`config.mk`:
```
export PLATFORM = sky130hd
export DESIGN_NAME = segment_swap_ctrl
export DESIGN_NICKNAME = d
export VERILOG_FILES = /design/src/rtl/segment_swap_pkg.sv /design/src/rtl/idx_wrap_detect.sv /design/src/rtl/segment_swap_ctrl.sv
export SDC_FILE = /design/constraint.sdc
export NUM_CORES = 1
export LEC_CHECK = 0
export ABC_AREA = 1
export BUFFER_PORTS_ARGS = -buffer_cell sky130_fd_sc_hd__buf_2
export CORE_MARGIN = 4
export CORE_UTILIZATION = 52
export CTS_BUF_LIST = sky130_fd_sc_hd__clkbuf_16
export CTS_CLUSTER_SIZE = 30
export DETAILED_ROUTE_END_ITERATION = 10
export PLACE_DENSITY = 0.79
export SETUP_SLACK_MARGIN = 0.05
export SLEW_MARGIN = 20
export SYNTH_ARGS = -nofsm -noshare
export SYNTH_HDL_FRONTEND = slang
export SYNTH_SLANG_ARGS = --single-unit
```
`constraint.sdc`:
```
create_clock -name clk -period 2.6 [get_ports clk]
set_clock_uncertainty 0.15 [all_clocks]
set_input_delay 0.26 -clock clk [delete_from_list [all_inputs] [get_ports clk]]
set_output_delay 0.26 -clock clk [all_outputs]
set_load 0.1 [all_outputs]
```
`src/rtl/segment_swap_pkg.sv`:
```
// segment_swap_pkg: shared modes, states and default widths for the segment swap controller.
package segment_swap_pkg;
  localparam int IDX_W = 15;
  localparam int REP_W = 16;
  typedef enum logic [1:0] {IMMEDIATE = 2'd0, SYNC_WRAP = 2'd1, REPEAT = 2'd2} swap_mode_t;
  typedef enum logic [1:0] {IDLE = 2'd0, WAIT_WRAP = 2'd1, WAIT_REP = 2'd2} swap_state_t;
endpackage

```
`src/rtl/idx_wrap_detect.sv`:
```
// idx_wrap_detect: flags the cycle where the read index steps from the last valid index back to 0.
module idx_wrap_detect #(
  parameter int IDX_W = segment_swap_pkg::IDX_W
) (
  input  logic             clk,
  input  logic             rst_n,
  input  logic [IDX_W-1:0] idx,
  input  logic [IDX_W-1:0] cycle_cur,
  output logic             wrap
);
  import segment_swap_pkg::*;
  logic [IDX_W-1:0] prev_idx;
  logic             prev_valid;
  always_ff @(posedge clk or negedge rst_n)
    if (!rst_n) begin
      prev_idx   <= '0;
      prev_valid <= 1'b0;
    end else begin
      prev_idx   <= idx;
      prev_valid <= 1'b1;
    end
  assign wrap = prev_valid && prev_idx == cycle_cur && idx == '0;
endmodule

```
`src/rtl/segment_swap_ctrl.sv`:
```
// segment_swap_ctrl: schedules the double-buffer read segment select, swapping immediately,
// at the next index wrap, or after a programmed number of wraps.
module segment_swap_ctrl #(
  parameter int IDX_W = segment_swap_pkg::IDX_W,
  parameter int REP_W = segment_swap_pkg::REP_W
) (
  input  logic             clk,
  input  logic             rst_n,
  input  logic             req_valid,
  output logic             req_ready,
  input  logic             req_segment,
  input  logic [1:0]       req_mode,
  input  logic [REP_W-1:0] req_rep,
  input  logic             cancel,
  input  logic [IDX_W-1:0] idx,
  input  logic [IDX_W-1:0] cycle_0,
  input  logic [IDX_W-1:0] cycle_1,
  output logic             segment,
  output logic             swap_pulse,
  output logic             pending,
  output logic [REP_W-1:0] wrap_cnt
);
  import segment_swap_pkg::*;
  swap_state_t      state, state_n;
  logic             target, wrap, accept, is_sync, is_rep, hit, fire, imm;
  logic             segment_n, swap_n, pending_n, ready_n;
  logic [REP_W-1:0] rep, wrap_cnt_n, wrap_inc;
  idx_wrap_detect #(.IDX_W(IDX_W)) u_wrap (
    .clk      (clk),
    .rst_n    (rst_n),
    .idx      (idx),
    .cycle_cur(segment ? cycle_1 : cycle_0),
    .wrap     (wrap)
  );
  assign accept   = req_valid && req_ready;
  assign is_sync  = req_mode == SYNC_WRAP;
  assign is_rep   = req_mode == REPEAT;
  assign imm      = accept && !is_sync && !is_rep;
  // widened compare so a saturated counter never falsely matches
  assign hit      = ({1'b0, wrap_cnt} + 1'b1) == {1'b0, rep};
  assign wrap_inc = &wrap_cnt ? wrap_cnt : wrap_cnt + 1'b1;
  assign fire     = state != IDLE && !cancel && wrap && (state == WAIT_WRAP || hit);
  always_ff @(posedge clk or negedge rst_n)
    if (!rst_n) begin
      state      <= IDLE;
      segment    <= 1'b0;
      swap_pulse <= 1'b0;
      pending    <= 1'b0;
      wrap_cnt   <= '0;
      req_ready  <= 1'b0;
      target     <= 1'b0;
      rep        <= '0;
    end else begin
      state      <= state_n;
      segment    <= segment_n;
      swap_pulse <= swap_n;
      pending    <= pending_n;
      wrap_cnt   <= wrap_cnt_n;
      req_ready  <= ready_n;
      target     <= accept ? req_segment : target;
      rep        <= accept ? req_rep : rep;
    end
  always_comb begin
    state_n = state;
    if (state == IDLE)
      state_n = !accept ? IDLE : (is_sync || (is_rep && req_rep == '0)) ? WAIT_WRAP : is_rep ? WAIT_REP : IDLE;
    else if (cancel || fire)
      state_n = IDLE;
  end
  always_comb begin
    segment_n  = imm ? req_segment : fire ? target : segment;
    swap_n     = segment_n != segment;
    wrap_cnt_n = ((accept && is_rep) || (state != IDLE && cancel)) ? '0 :
                 (state == WAIT_REP && wrap) ? wrap_inc : wrap_cnt;
    pending_n  = state_n != IDLE;
    ready_n    = state_n == IDLE;
  end
endmodule

```
### Yosys cells after proc, flatten, opt, wreduce, memory -nomap -nowiden

Cells that the tools add are included.

* add/subtract/negate cells: 2
* $mul: 0
* divide/modulo/power cells: 0
* order comparisons: 0
* equality and inequality tests: 8
* shift operators: 0
* mux-type cells: 11
* bitwise gates (word level): 0
* reduce and logical (&&, ||, !) cells: 28

Operator list (number)
* $mux 16: 3
* $add 16x1->17 const B: 1
* $eq 17x16->1: 1
* $add 16x1->16 const B: 1
* $logic_not 16->1: 1
* $reduce_and 16->1: 1
* $eq 15x15->1: 1
* $logic_not 15->1: 1
* $mux 15: 1
* $logic_and 1x1->1: 12
* $mux 2: 5
* $reduce_bool 2->1: 3
* $eq 2x1->1 const B: 2
* $eq 2x2->1 const B: 2
* $logic_not 2->1: 2
* $logic_or 1x1->1: 4
* $logic_not 1->1: 3
* $mux 1: 2
* $ne 2x1->1 const B: 1
* $reduce_and 2->1: 1
* $ne 1x1->1: 1

* bits in registers: 55
* bits in latches: 0
* RAM bits: 0
* bits in read-only memories: 0
* input bits: 68
* output and inout bits: 20
* logic and storage cells: 59
* memories kept: 0

### Depth between registers and ports, before layout

Gate-level depths: netlist (run 1).

* word-level depth: 10
* mapped depth: 19
* mapped depth without buffers: 19

### Hierarchy

From an unflattened synthesis (run 1), not the netlist that was laid out.

* cell total of the unflattened synthesis: 479
* area, all modules: 3256.9 um2

By module, submodules not included
* segment_swap_ctrl: times used 1, cells each 379, area each 2494.9 um2, seq. area each 975.9 um2
* idx_wrap_detect: times used 1, cells each 100, area each 762.0 um2, seq. area each 400.4 um2

### Worst setup path after synthesis (run 1)

OpenSTA, ideal clock, no wires.

* kind: register -> register
* start point: register wrap_cnt[0]
* end point: register pending
* library setup time: 0.113 ns
* arrival: 2.625 ns
* required time: 2.337 ns
* slack: -0.288 ns
* stages on the path, launching flop included: 19
* path buffers: 0
* clock period less this slack: 2.888 ns
* cells stage by stage: dfrtp_1 > ha_1 > nand2_1 > nor2_4 > nand2_1 > nand2_2 > nand2_2 > nand2_1 > nand2_1 > nor2_2 > nand2_1 > nor2_1 > nand3_1 > nand2_2 > nand2_4 > nand3_2 > nand2_2 > nor2_4 > inv_2

* longest elaborated chain between the ends: 8

Ends and longest elaborated chain
* start, declared: RTL line segment_swap_ctrl.sv:21 `output logic [REP_W-1:0] wrap_cnt`
* start signal, assigned: RTL line segment_swap_ctrl.sv:58 `wrap_cnt <= wrap_cnt_n;`
* $add 16x1->17: RTL line segment_swap_ctrl.sv:40 `assign hit = ({1'b0, wrap_cnt} + 1'b1) == {1'b0, rep};`
* $eq 17x16->1: RTL line segment_swap_ctrl.sv:40
* $logic_or 1x1->1: RTL line segment_swap_ctrl.sv:42 `assign fire = state != IDLE && !cancel && wrap && (state == WAIT_WRAP || hit);`
* $logic_and 1x1->1: RTL line segment_swap_ctrl.sv:42
* $logic_or 1x1->1: RTL line segment_swap_ctrl.sv:67 `else if (cancel || fire)`
* $mux 2: RTL line segment_swap_ctrl.sv:67
* $mux 2: RTL line segment_swap_ctrl.sv:65 `if (state == IDLE)`
* via state_n[0]: RTL line segment_swap_ctrl.sv:24 `swap_state_t state, state_n;`
* $reduce_bool 2->1: RTL line segment_swap_ctrl.sv:75 `pending_n = state_n != IDLE;`
* via pending_n: RTL line segment_swap_ctrl.sv:26 `logic segment_n, swap_n, pending_n, ready_n;`
* end signal, assigned: RTL line segment_swap_ctrl.sv:57 `pending <= pending_n;`
* end, declared: RTL line segment_swap_ctrl.sv:20 `output logic pending,`

The timed path passes the listed nets, and every way through them passes these cells.
A chain may end at the register's enable or synchronous reset.

### Worst setup path in the final report (run 1)

* start point: input idx[12]
* end point: register wrap_cnt[0]

* longest elaborated chain between the ends: 5

Ends and longest elaborated chain
* start, declared: RTL line segment_swap_ctrl.sv:15 `input logic [IDX_W-1:0] idx,`
* $logic_not 15->1: RTL line idx_wrap_detect.sv:22 `assign wrap = prev_valid && prev_idx == cycle_cur && idx == '0;`
* $logic_and 1x1->1: RTL line idx_wrap_detect.sv:22
* $logic_and 1x1->1: RTL line segment_swap_ctrl.sv:74 `(state == WAIT_REP && wrap) ? wrap_inc : wrap_cnt;`
* $reduce_bool 2->1 (no source line)
* $reduce_and 2->1 (no source line)

No other way between the ends.

==> results of run 1 <==
-- where the power goes --
part           switching, uW  internal (uW)  leakage (uW)  total, uW
combinational            595            261       0.00134        857
clock                    304            450     0.0000812        754
sequential              76.7            962      0.000668       1040
-- worst paths after layout --
check / endpoint / cells after the start
hold / removal: rep[5]$_DFFE_PN0P_ / 3
min in group asynchronous: rep[13]$_DFFE_PN0P_ / 3
setup / recovery: wrap_cnt[0]$_DFFE_PN0P_ / 11
hold reg to reg: rep[0]$_DFFE_PN0P_ / 2
max in group asynchronous: wrap_cnt[12]$_DFFE_PN0P_ / 3
setup reg to reg: swap_pulse$_DFF_PN0_ / 16
-- cells in the final DEF, fill, tap and decap left out, drive strengths merged --
cell type / instances
dfrtp: 55
nor2: 38
nand3b: 5
o211ai: 2
dlygate4sd3: 16
bufinv: 1
o21a: 1
a21o: 2
nand4: 9
o21ai: 19
nand3: 37
nand2b: 1
nor3: 1
inv: 44
xnor3: 1
xor2: 5
clkinv: 3
o22ai: 12
buf: 95
nor4: 6
clkbuf: 5
nand2: 173
a21oi: 1
xnor2: 7
ha: 1
conb: 1
or2: 4
-- sequential cells by signal, indices dropped and copies added, names as in the netlist --
register           cells
rep                   16
wrap_cnt              16
u_wrap.prev_idx       15
state                  2
pending                1
req_ready              1
segment                1
swap_pulse             1
target                 1
u_wrap.prev_valid      1
-- cells by family (layout without fill, tap and decap cells) --
family,count (synthesis),count (layout)
simple gates,274,274
flops,55,55
buf+inv,53,164
xor+xnor,13,13
compound gates,37,37
fa+ha+maj,1,1
other cells,1,1
-- critical path, delay by kind of cell --
family                 cells  cell delay (ns)
buffers and inverters      3             0.75
AND/OR/NAND/NOR            7             1.28
AO/OA/AOI/OAI              1             0.08
-- area by class of cell --
cell class | instances | area [um^2]
multi-input combinational | 326 | 1620
sequential | 55 | 1390
timing repair buffer | 111 | 656
inverter | 45 | 171
clock buffer | 5 | 125
tap | 75 | 93.8
fill | 515 | 1850
clock inverter | 3 | 38.8
-- per-layer routing --
metal	track usage [%]	vias up	wire [um]
met5	0	-	0
met4	6.66	0	133
met3	3.23	16	369
met2	39.6	79	4210
met1	31.1	1477	3720
li1	-	1613	-
-- metrics by stage --
step                      std cells  setup slack, ns
after floorplan                 434           0.0739
after global placement          593            0.359
after detailed placement        593            0.267
after CTS                       617            0.172
after global routing            620           0.0487
final                           620            0.240
-- timing repair --
| action | in CTS | in global routing |
|---|---|---|
| buffers inserted | 0 | 3 |
| setup endpoints to repair | 0 | 7 |
| resized for setup | 0 | 2 |
| hold buffers | 16 | 0 |
| endpoints found under the hold margin | 70 | 0 |
==> impl_metrics.tcl, run 1 <==
set metrics [dict create \
    reg2reg_from "wrap_cnt[0]$_DFFE_PN0P_" \
    cts_root_buf "clkbuf_16" \
    pin_count 88 \
    setup_tns_ns 0 \
    rsz0062_at_grt "no" \
    ant_nets 0 \
    cp_cell_sequence "dlygate4sd3_1 -> buf_2 -> or2_2 -> nor4_1 -> nand4_1 -> nor2_1 -> nand4_1 -> nand2_4 -> inv_1 -> nand2_1 -> o21ai_0" \
    holdWs_ns 0.0265 \
    fmax_mhz 424 \
    h-tree-depth 2 \
    synth-main-ff-cell "dfrtp_1" \
    post_drt_wl_per_cell_um 13.6 \
    crit_required_ns 2.62 \
    slew-limit-headroom_pct 53.3 \
    gr-usage-all-layers_pct 23.3 \
    finalCriticalPeriod_ns 2.36 \
    insertion_delay_ns 0.29 \
    powerDensity_nw_per_um2 646 \
    final_max_slew_viol_count 0 \
    synth_nets 503 \
    yosys.area_share.simple_pct 39.0 \
    synth_compound_area_share_pct 6.73 \
    first_iter_violations 158 \
    final_hold_viol_count 0 \
    avgSynthCellArea_um2 7.41 \
    synthXorXnorAreaFrac_pct 3.97 \
    cts_sinks 55 \
    crit_top_cell "nand4_1" \
    fp.dieW_um 86.6 \
    io_buffers 87 \
    async_reset_ff_share_pct 100 \
    maxCapViolCount 0 \
    diodes 0 \
    detailroute.via_count 3185 \
    slowest_stage "dlygate4sd3_1" \
    dpl_cell_area_um2 3750 \
    synthAdderAreaFrac_pct 0.389 \
    worst_pin_slew_ns 0.700 \
    detail_route.first_pass.iterations 5 \
    dpl.hpwl_um 6310 \
    final_cell_area_um2 4100 \
    worstSetupPathType "input pin to flop" \
    path_max_fanout 18 \
    critPathLaunchType "input pin" \
    synth_cells 434 \
    antenna_found_initial 0 \
    cp-end-kind "flop" \
    p_leak_uw 0.00209 \
    die-height_um 86.6 \
    core-area_um2 5960 \
    r2r_slack_ns 0.26 \
    routed_via_density 5.14 \
    grt_pass1_wl_um 13900 \
    num-nets-final 613 \
    initial_core_util_pct 54.0 \
    grt_pass1_vias 3103 \
    yosysWarnings 0 \
    cts_tree "yes" \
    floorplan.rows 28 \
    drc 0 \
    synth.area.top_cells "dfrtp_1 43%, nand2_1 19%, nand3_1 5.4%, inv_1 4.7%, nor2_1 3.4%" \
    hp-class "input pin to flop" \
    drive_gt1_share_pct 27.0 \
    min_period_over_period_pct 90.8 \
    synth_top_area_share_pct 42.8 \
    arrival_ns 2.38 \
    synth_area_um2 3220 \
    setup_violations 0 \
    critPathMaxStageDelay_ns 0.53 \
    cts_made_buffers 5 \
    vdd_drop_max_uv 360 \
    synth_top_family_by_area "simple AND/OR/NAND/NOR gates" \
    yosysMostFrequentCell "nand2_1" \
    hold_start "req_rep[5]" \
    synth_common_cells "161 x nand2_1, 55 x dfrtp_1, 40 x inv_1, 35 x nand3_1, 29 x nor2_1" \
    synth_seq_area_share_pct 42.8 \
    ys_ff_latch 55 \
    clockBufferDepth 2 \
    grt_overflow_total 0 \
    synth_edf_count 0 \
    synth_top_cell_by_area "dfrtp_1" \
    finalPower_uw 2650 \
    gp_congestion 0.826 \
    clk_pin_slew_worst_paths_ns 0.07 \
    utilization_pct 68.9 \
    crit_path_start "idx[12]" \
    muxShareOfSynthArea_pct 0 \
    area_growth_syn_to_layout_pct 27.5 \
    status "finished clean" \
    grt_max_degree 56 \
    die_area_um2 7510 \
    drt_wl_total_um 8430 \
    synth.distinct_cells 37 \
]
Note: power is estimated with default switching activity, not from simulation.
==> run 2, diff against run 1 <==
--- a/config.mk
+++ b/config.mk
@@ -5,14 +5,15 @@
 export SDC_FILE = /design/constraint.sdc
 export NUM_CORES = 1
 export LEC_CHECK = 0
-export ABC_AREA = 1
 export BUFFER_PORTS_ARGS = -buffer_cell sky130_fd_sc_hd__buf_2
 export CORE_MARGIN = 4
 export CORE_UTILIZATION = 52
 export CTS_BUF_LIST = sky130_fd_sc_hd__clkbuf_16
+export CTS_CLUSTER_DIAMETER = 150
 export CTS_CLUSTER_SIZE = 30
 export DETAILED_ROUTE_END_ITERATION = 10
 export PLACE_DENSITY = 0.79
+export RECOVER_POWER = 100
 export SETUP_SLACK_MARGIN = 0.05
 export SLEW_MARGIN = 20
 export SYNTH_ARGS = -nofsm -noshare
==> run 2 against run 1 <==
  * Final cell count is 12% lower
  * Combinational power is 8.8% higher
  * The flow now finishes with violations (setup timing)
  * Synthesized cell count is 28% lower
  * Highest routed layer unchanged
  * Maximum frequency is 24% lower
  * Flip-flop and latch count stayed put
  * Die area is 0.18% higher
  * Wire length is 35% higher
==> impl_metrics.tcl, run 2 <==
set metrics [dict create \
    slew-limit-headroom_pct 19.8 \
    avgSynthCellArea_um2 10.4 \
    worstSetupPathType "flop to flop" \
    area_growth_syn_to_layout_pct 49.4 \
    dp.cells 513 \
    synth_area_um2 3220 \
    reg2reg_from "segment$_DFF_PN0_" \
    ant_nets 0 \
    detailroute.via_count 3298 \
    grt_pass1_wl_um 15900 \
    reg2reg_depth 8 \
    die-height_um 86.7 \
    synth_seq_area_share_pct 42.7 \
    synth_edf_count 0 \
    rsz0062_at_grt "yes" \
    hp-class "input pin to flop" \
    cts_tree "yes" \
    clk_pin_slew_worst_paths_ns 0.07 \
    power_frac_clock_pct 25.3 \
    route.met2.wl_um 5750 \
    fill_cells 353 \
    pin_count 88 \
    first_iter_violations 316 \
    setup_violations 20 \
    hold_start "req_rep[15]" \
    grt_max_degree 42 \
    power_frac_seq_pct 39.2 \
    switching_power_uw 914 \
    finalWorstSetupSlack_ns -0.503 \
    top_layer_used "met4" \
    io_buffers 87 \
    setup_tns_ns -4.00 \
    finalCriticalPeriod_ns 3.10 \
    cp-end-kind "flop" \
    synth.distinct_cells 53 \
    synth_top_area_share_pct 42.7 \
    grt_overflow_total 0 \
    met3WireLength_um 947 \
    diodes 0 \
    arrival_ns 3.13 \
    powerDensity_nw_per_um2 546 \
    rr_endpoint "wrap_cnt[15]$_DFFE_PN0P_" \
    final_common_cell "buf_2" \
    initial_core_util_pct 54.1 \
    gp_congestion 0.968 \
    holdPathStages 2 \
    p_leak_uw 0.00212 \
    routed_via_density 6.07 \
    synth_nets 380 \
    gr-usage-all-layers_pct 27.2 \
    maxCapViolCount 0 \
    largest_registers "rep (16), wrap_cnt (16), u_wrap.prev_idx (15)" \
    cts_sinks 55 \
    crit_required_ns 2.63 \
    drive_gt1_share_pct 43.2 \
    detail_route.first_pass.iterations 5 \
    die_area_um2 7520 \
    combinationalPowerShare_pct 35.5 \
    drt_wl_total_um 11400 \
    synth_top_cell_by_area "dfrtp_1" \
    synth_cells 311 \
    async_reset_ff_share_pct 100 \
    yosysWarnings 0 \
    r2r_slack_ns -0.50 \
    final_hold_viol_count 0 \
    worst_pin_slew_ns 1.21 \
    synth-main-ff-cell "dfrtp_1" \
    synth_common_cells "55 x dfrtp_1, 35 x xnor2_1, 24 x nor2_1, 18 x nor4_1" \
    min_to "rep[15]$_DFFE_PN0P_" \
    status "finished with violations" \
    cts_root_buf "clkbuf_16" \
    h-tree-depth 2 \
    insertion_delay_ns 0.29 \
    drc 0 \
    final_cell_mix "58 x buf_2, 54 x buf_4, 41 x dfrtp_1, 31 x xnor2_1, 31 x clkbuf_1" \
    intPower_uw 1710 \
    clockBufferDepth 2 \
    post_drt_wl_per_cell_um 20.9 \
    min_period_over_period_pct 119 \
    floorplan.rows 28 \
    cts_made_buffers 5 \
    synth.area.top_cells "dfrtp_1 43%, xnor2_1 9.5%, mux2_2 5.9%, mux2i_1 5.3%, xor2_1 3.5%" \
    antenna_found_initial 0 \
    num-nets-final 536 \
    swShare_pct 34.8 \
    core-area_um2 5960 \
    ys_ff_latch 55 \
    path_max_fanout 7 \
    yosysMostFrequentCell "dfrtp_1" \
    fp.dieW_um 86.7 \
    final_max_slew_viol_count 0 \
    dpl.hpwl_um 7040 \
    finalPower_uw 2630 \
    grt_pass1_vias 3200 \
    critPathLaunchType "flop" \
    fmax_mhz 322 \
    vdd_drop_max_uv 423 \
    final_cells 543 \
    met1Wirelength_um 4200 \
    failed_checks "setup timing" \
]
==> run 2: cell count changes in the layout (fill, tap and decap cells not counted), moves of 15 or more <==
| cell | previous run | this run |
|---|---|---|
| buf_2 | 87 | 58 |
| buf_4 | 8 | 54 |
| nand2_1 | 160 | 16 |
| mux2i_1 | 0 | 15 |
| clkbuf_1 | 0 | 31 |
| xnor2_1 | 7 | 31 |
| inv_1 | 40 | 6 |
| mux2_2 | 0 | 16 |
| nand3_1 | 35 | 7 |
==> run 2: critical path: stages, from the launching register on <==
cell and delay, ns:
dfrtp_4 0.51, buf_12 0.15, mux2i_1 0.27, xnor2_1 0.19
nor4_2 0.40, nand4_2 0.25, or3_4 0.43, or3_4 0.34
mux2_4 0.30
==> run 2: per-layer routing <==
layer | global-route usage [%] | vias to the layer above
met5 | 0 | -
met1 | 35.2 | 1603
met4 | 8.78 | 0
li1 | - | 1445
met3 | 4.66 | 54
met2 | 46.4 | 196
==> run 2: cell families (layout without fill, tap and decap cells) <==
logic type | Yosys count | count (layout) | synth area share (%)
AND/OR/NAND/NOR | 119 | 119 | 21.8
flip-flops | 55 | 55 | 42.7
XOR/XNOR | 48 | 48 | 13.0
multiplexers | 35 | 35 | 11.7
AO/OA/AOI/OAI | 31 | 31 | 6.87
buffers and inverters | 21 | 178 | 3.34
adder cells (fa/ha/maj) | 1 | 1 | 0.388
other | 1 | 1 | 0.116
==> run 2: through the flow <==
stage          hold slack [ns]  cell area [um^2]  worst slack (ns)  utilization (%)
3_3_place_gp             0.233              4170            -0.160             70.0
5_1_grt                 0.0551              4810            -0.547             80.8
4_1_cts                 0.0326              4570            -0.245             76.8
6_report                0.0617              4810            -0.503             80.8
2_1_floorplan           -0.186              3360            -0.376                -
3_5_place_dp             0.233              4170            -0.246             70.0
==> run 2: worst max-delay path by stage <==
stage | end | from | slack (ns) | cells after the start
4_1_cts | wrap_cnt[15]$_DFFE_PN0P_ | segment$_DFF_PN0_ | -0.25 | 9
5_1_grt | wrap_cnt[15]$_DFFE_PN0P_ | segment$_DFF_PN0_ | -0.55 | 8
3_3_place_gp | pending$_DFF_PN0_ | wrap_cnt[1]$_DFFE_PN0P_ | -0.16 | 8
3_5_place_dp | wrap_cnt[15]$_DFFE_PN0P_ | segment$_DFF_PN0_ | -0.25 | 7
2_1_floorplan | wrap_cnt[15]$_DFFE_PN0P_ | segment$_DFF_PN0_ | -0.38 | 9
6_report | wrap_cnt[15]$_DFFE_PN0P_ | segment$_DFF_PN0_ | -0.50 | 8
==> run 2: cell type report <==
class	instances	area (um^2)	area share, %
Multi-Input combinational cell	235	2090	43.4
Sequential cell	55	1420	29.6
Timing Repair Buffer	164	1040	21.7
Clock buffer	5	125	2.60
Tap cell	75	93.8	1.95
Inverter	6	22.5	0.468
Clock inverter	3	15.0	0.312
==> run 2: timing repair <==
action | 4_1_cts | 5_1_grt
cloned | 0 | 0
resized for setup | 15 | 41
pin swaps | 2 | 22
setup buffers | 4 | 7
hold buffers | 12 | 0
endpoints found under the setup margin | 12 | 21
hold endpoints to repair | 50 | 0
==> run 2: power groups by stage <==
| stage | logic, uW | registers [uW] | clock network [uW] |
|---|---|---|---|
| 6_report | 932 | 1030 | 665 |
| 5_1_grt | 984 | 1040 | 702 |
| 4_1_cts | 843 | 1020 | 658 |
| 3_5_place_dp | 732 | 1060 | 0 |
| 3_3_place_gp | 713 | 1060 | 0 |
| 2_1_floorplan | 434 | 1130 | 0 |
